==> config.mk <==
export PLATFORM = sky130hd
export DESIGN_NAME = nes_pad_reader
export DESIGN_NICKNAME = d
export VERILOG_FILES = /design/src/rtl/nes_pad_reader.sv
export SDC_FILE = /design/constraint.sdc
export NUM_CORES = 1
export LEC_CHECK = 0
export CAP_MARGIN = 20
export CORE_AREA = 4 4 88 90
export DETAILED_ROUTE_END_ITERATION = 12
export DIE_AREA = 0 0 92 94
export PLACE_DENSITY = 0.77
export SLEW_MARGIN = 25
export SYNTH_ARGS = -nofsm -noshare
export SYNTH_HDL_FRONTEND = slang
export SYNTH_SLANG_ARGS = --single-unit
==> constraint.sdc <==
create_clock -name clock -period 2.1 [get_ports clock]
set_clock_uncertainty 0.2 [all_clocks]
set_input_delay 0.42 -clock clock [delete_from_list [all_inputs] [get_ports clock]]
set_output_delay 0.42 -clock clock [all_outputs]
set_load 0.01 [all_outputs]
==> src/rtl/nes_pad_reader.sv <==
// nes_pad_reader: polls one NES pad, debounces 8 buttons, reports edges.
// Ports: clock/reset(async low), pad_data in; pad_latch/pad_clk, buttons/pressed/valid out.
module nes_pad_reader #(
  parameter int HALF_PERIOD = 648,
  parameter int POLL_CYCLES = 1800500
) (
  input  logic       clock,
  input  logic       reset,
  input  logic       pad_data,
  output logic       pad_latch,
  output logic       pad_clk,
  output logic [7:0] buttons,
  output logic [7:0] pressed,
  output logic       valid
);

  localparam int TW = $clog2(POLL_CYCLES);
  localparam int PW = $clog2(2 * HALF_PERIOD);
  localparam logic [TW-1:0] T_LAST = TW'(POLL_CYCLES - 1);
  localparam logic [PW-1:0] H_LAST = PW'(HALF_PERIOD - 1);
  localparam logic [PW-1:0] L_LAST = PW'(2 * HALF_PERIOD - 1);

  typedef enum logic [2:0] {
    IDLE,
    LATCH,
    SLOT_LO,
    SLOT_HI,
    DONE
  } state_t;

  state_t        state;
  logic [1:0]    sync;
  logic [TW-1:0] timer;
  logic [PW-1:0] cnt;
  logic [2:0]    bit_idx;
  logic [7:0]    raw;
  logic [7:0]    prev_raw;
  logic [7:0]    agree;
  logic [7:0]    next_buttons;
  logic          sample;
  logic          wrap;

  assign sample = ~sync[1];
  assign wrap   = (timer == T_LAST);

  // A bit only moves when two consecutive polls agree on it.
  assign agree        = ~(raw ^ prev_raw);
  assign next_buttons = (raw & agree) | (buttons & ~agree);

  always_ff @(posedge clock or negedge reset) begin
    if (!reset) begin
      sync <= 2'b00;
    end else begin
      sync <= {sync[0], pad_data};
    end
  end

  always_ff @(posedge clock or negedge reset) begin
    if (!reset) begin
      timer <= '0;
    end else if (wrap) begin
      timer <= '0;
    end else begin
      timer <= timer + TW'(1);
    end
  end

  always_ff @(posedge clock or negedge reset) begin
    if (!reset) begin
      state     <= IDLE;
      cnt       <= '0;
      bit_idx   <= 3'd0;
      raw       <= 8'h00;
      prev_raw  <= 8'h00;
      pad_latch <= 1'b0;
      pad_clk   <= 1'b0;
      buttons   <= 8'h00;
      pressed   <= 8'h00;
      valid     <= 1'b0;
    end else begin
      unique case (state)
        IDLE: begin
          valid <= 1'b0;
          // Wraps seen outside IDLE are simply lost.
          if (wrap) begin
            state     <= LATCH;
            pad_latch <= 1'b1;
            cnt       <= '0;
          end
        end
        LATCH: begin
          if (cnt == L_LAST) begin
            state     <= SLOT_LO;
            pad_latch <= 1'b0;
            cnt       <= '0;
            bit_idx   <= 3'd0;
          end else begin
            cnt <= cnt + PW'(1);
          end
        end
        SLOT_LO: begin
          if (cnt == H_LAST) begin
            raw[3'd7 - bit_idx] <= sample;
            state   <= SLOT_HI;
            pad_clk <= 1'b1;
            cnt     <= '0;
          end else begin
            cnt <= cnt + PW'(1);
          end
        end
        SLOT_HI: begin
          if (cnt == H_LAST) begin
            pad_clk <= 1'b0;
            cnt     <= '0;
            if (bit_idx == 3'd7) begin
              // Outputs land as DONE is entered so valid marks DONE.
              state    <= DONE;
              buttons  <= next_buttons;
              pressed  <= next_buttons & ~buttons;
              prev_raw <= raw;
              valid    <= 1'b1;
            end else begin
              state   <= SLOT_LO;
              bit_idx <= bit_idx + 3'd1;
            end
          end else begin
            cnt <= cnt + PW'(1);
          end
        end
        DONE: begin
          valid <= 1'b0;
          state <= IDLE;
        end
        default: begin
          state <= IDLE;
        end
      endcase
    end
  end

endmodule
==> impl_metrics.csv <==
group,metric,value,unit
outcome,status,"finished, violations left",
outcome,violations,"setup timing",
timing,setup_viol,20,
global_routing,grt_remaining_overflow,0,
place,dp_cells,490,
critical_path,cp_top_family,"simple AND/OR/NAND/NOR gates",
route,viasPerCell,5.52,
power,leakagePower,2.06,nW
yosys,synth-edff-count,0,
final_layout,fin_util,0.666,
critical_path,cp.arrival,2230,ps
floorplanning,die_area,8650,um^2
route,firstDrtPassIters,6,
timing,tightest_slew,413,ps
yosys,synth_flop_cell,"dfrtp_1",
global_routing,grt_max_degree,41,
final_layout,final_cells,518,
yosys,synthArstFlopShare,1.00,
floorplanning,initial_utilization,0.514,
final_layout,diodes,0,
final_layout,final_area,4700,um^2
critical_path,crit_chain,"ha_2 > and4b_1 > nand4_4 > or3_4 > nor4b_4 > mux2i_1",
cts,clock-root-buffer,"clkbuf_8",
place,place_area,4170,um^2
global_routing,track_usage,0.177,
place,hpwl,4790,um
yosys,avgSynthCellArea,10.3,um^2
route,wl,7880,um
job,cap_violations,0,
yosys,synth_nets,359,
route,routedWlPerCell,15.2,um
cts,cts.clk_slew.worst_paths,80,ps
global_routing,antenna_found_initial,0,
critical_path,path_class,"flip-flop to flip-flop",
timing,fin_ws,-54.1,ps
timing,slew_violations,0,
final_layout,nets,422,
place,routabilityCongestion,0.811,
cts,cts-buffers-inserted,9,
critical_path,crit_buf_inv,0,
route,route.detailed.drc,0,
critical_path,end_kind,"flip-flop",
yosys,syn_inst,352,
final_layout,drive_gt1_frac,0.263,
route,vias,2859,
critical_path,cp-start-kind,"flip-flop",
floorplanning,die_w,92,um
critical_path,cp_data_required_time,2170,ps
power,power.density,521,nW/um^2
cts,htree_levels,3,
cts,insertion_delay,350,ps
timing,period_minus_slack,2150,ps
yosys,ys_warn_count,0,
yosys,synth_seq_area_share,0.517,
final_layout,area_delta_synth_final,29.6,%
timing,rsz0062_at_grt,"true",
cts,cts_tree,"built",
final_layout,nFillCells,522,
place,pre_cts_slack,-79.8,ps
cts,cts_sinks,75,
route,drt_iter0_markers,80,
yosys,yosys_register_bits,75,
power,vdd_drop_max,0.342,mV
yosys,netlist_area,3630,um^2
timing,post-route-period-util,1.03,
critical_path,worst_path_max_delay_cell,"or3_4",
timing,max-slew-margin-rel,0.725,
route,ant_nets,0,
min_path,hold_path.class,"flip-flop to flip-flop",
floorplanning,core_area,7060,um^2
place,io_buffers,21,
cts,cts_buffer_depth,2,
critical_path,critPathMaxStageDelay,450,ps
global_routing,grt_pass1_wl,12200,um
floorplanning,rows,31,
floorplanning,die_y,94,um
global_routing,grt_pass1_vias,2738,
yosys,synth_cell_type_count,52,
timing,max_freq,464,MHz
critical_path,critPathMaxFanout,6,
timing,hold_viol_final,0,
floorplanning,num_io_pins,22,
==> area by class of cell <==
class	instances	area, um^2	share of cell area
inverters	22	82.6	0.0176
well taps	99	124	0.0263
multi-input cells	238	1800	0.383
flip-flops and latches	75	1880	0.399
clock inverters	2	12.5	0.00266
repair buffers	69	657	0.140
clock buffers	13	149	0.0317
==> routing by layer <==
| layer | GRT usage | wire (um) | vias to the layer above |
|---|---|---|---|
| met5 | 0 | 0 | - |
| met4 | 0.0718 | 109 | 0 |
| met3 | 0.0473 | 304 | 10 |
| met2 | 0.297 | 4070 | 62 |
| met1 | 0.218 | 3400 | 1421 |
| li1 | - | - | 1366 |
==> cell usage after synthesis (all sizes together) (4+ instances only) <==
cell type / count / area [um^2]
o21ai: 31 / 155
nor2: 24 / 90.1
ha: 4 / 50.1
nand4b: 8 / 70.1
buf: 11 / 67.6
dfrtp: 75 / 1880
clkbuf: 7 / 26.3
xnor2: 6 / 52.6
nand4: 8 / 65.1
xor2: 10 / 87.6
mux2: 11 / 124
a31oi: 7 / 43.8
inv: 22 / 82.6
nand2b: 12 / 75.1
a21oi: 8 / 43.8
or3: 4 / 30.0
nand2: 24 / 90.1
mux2i: 7 / 70.1
nand3: 27 / 135
and3: 5 / 31.3
nor3: 9 / 56.3
==> registers in the layout (all words and copies together) (netlist names) <==
signal and count:
state 3, pad_latch 1, buttons 8, timer 21, valid 1, pad_clk 1
cnt 11, bit_idx 3, raw 8, prev_raw 8, sync 2, pressed 8
==> cells in the final DEF (no fill, tap or decap), types with 4 or more instances in the layout <==
master,Yosys,layout
o21ai_0,31,26
nor3_1,8,4
clkdlybuf4s50_1,0,20
dfrtp_1,75,75
mux2i_1,7,7
inv_1,22,22
a31oi_1,7,7
nand4_1,7,7
clkbuf_8,0,10
buf_4,1,39
mux2_4,0,8
xor2_1,10,10
nand2_1,24,23
nor2_4,0,9
and3_1,5,5
nand2b_1,12,12
nand4b_1,8,8
xnor2_1,6,6
nor2_1,24,14
a21oi_1,7,4
nand3_1,27,27
==> power breakdown <==
| group | internal [mW] | switching (mW) | total [mW] |
|---|---|---|---|
| Combinational | 0.00924 | 0.0286 | 0.0379 |
| Sequential | 1.45 | 0.00295 | 1.45 |
| Clock | 0.455 | 0.511 | 0.966 |
==> timing repair <==
action,in CTS,in global routing
endpoints found under the hold margin,30,0
setup buffers,1,8
gates cloned,1,2
pin swaps,4,17
hold buffers,1,0
setup endpoints to repair,17,46
resized for setup,4,56
==> path summary, 6_finish.rpt <==
check                                         endpoint  slack [ps]  cells past startpoint               start
worst min register to register       sync[1]$_DFF_PN0_         180                      0   sync[0]$_DFF_PN0_
worst min-delay path                 sync[1]$_DFF_PN0_         180                      0   sync[0]$_DFF_PN0_
worst max register to register      raw[6]$_DFFE_PN0P_         -50                      6  cnt[0]$_DFFE_PN0P_
min in group asynchronous       buttons[4]$_DFFE_PN0P_         350                      2               reset
worst max-delay path                raw[6]$_DFFE_PN0P_         -50                      6  cnt[0]$_DFFE_PN0P_
max in group asynchronous           timer[7]$_DFF_PN0_         760                      3               reset
==> cell families (layout without fill, tap and decap cells) <==
group           count (synthesis)  in the layout  synth area share
compound gates                 55             55            0.0866
xor+xnor                       16             16            0.0386
fa+ha+maj                       4              4            0.0138
buf+inv                        40            106            0.0486
flops                          75             75             0.517
mux                            18             18            0.0534
simple gates                  144            145             0.242
==> stage by stage <==
step | TNS, ps | hold WS (ps) | power (mW)
after detailed placement | -218 | 166 | 1.51
after floorplan | 0 | -75.6 | 1.48
final | -281 | 180 | 2.45
after CTS | -138 | 179 | 2.47
after global routing | -3880 | 185 | 2.54
after global placement | 0 | 147 | 1.51
Power figures use the tool's default switching activity.
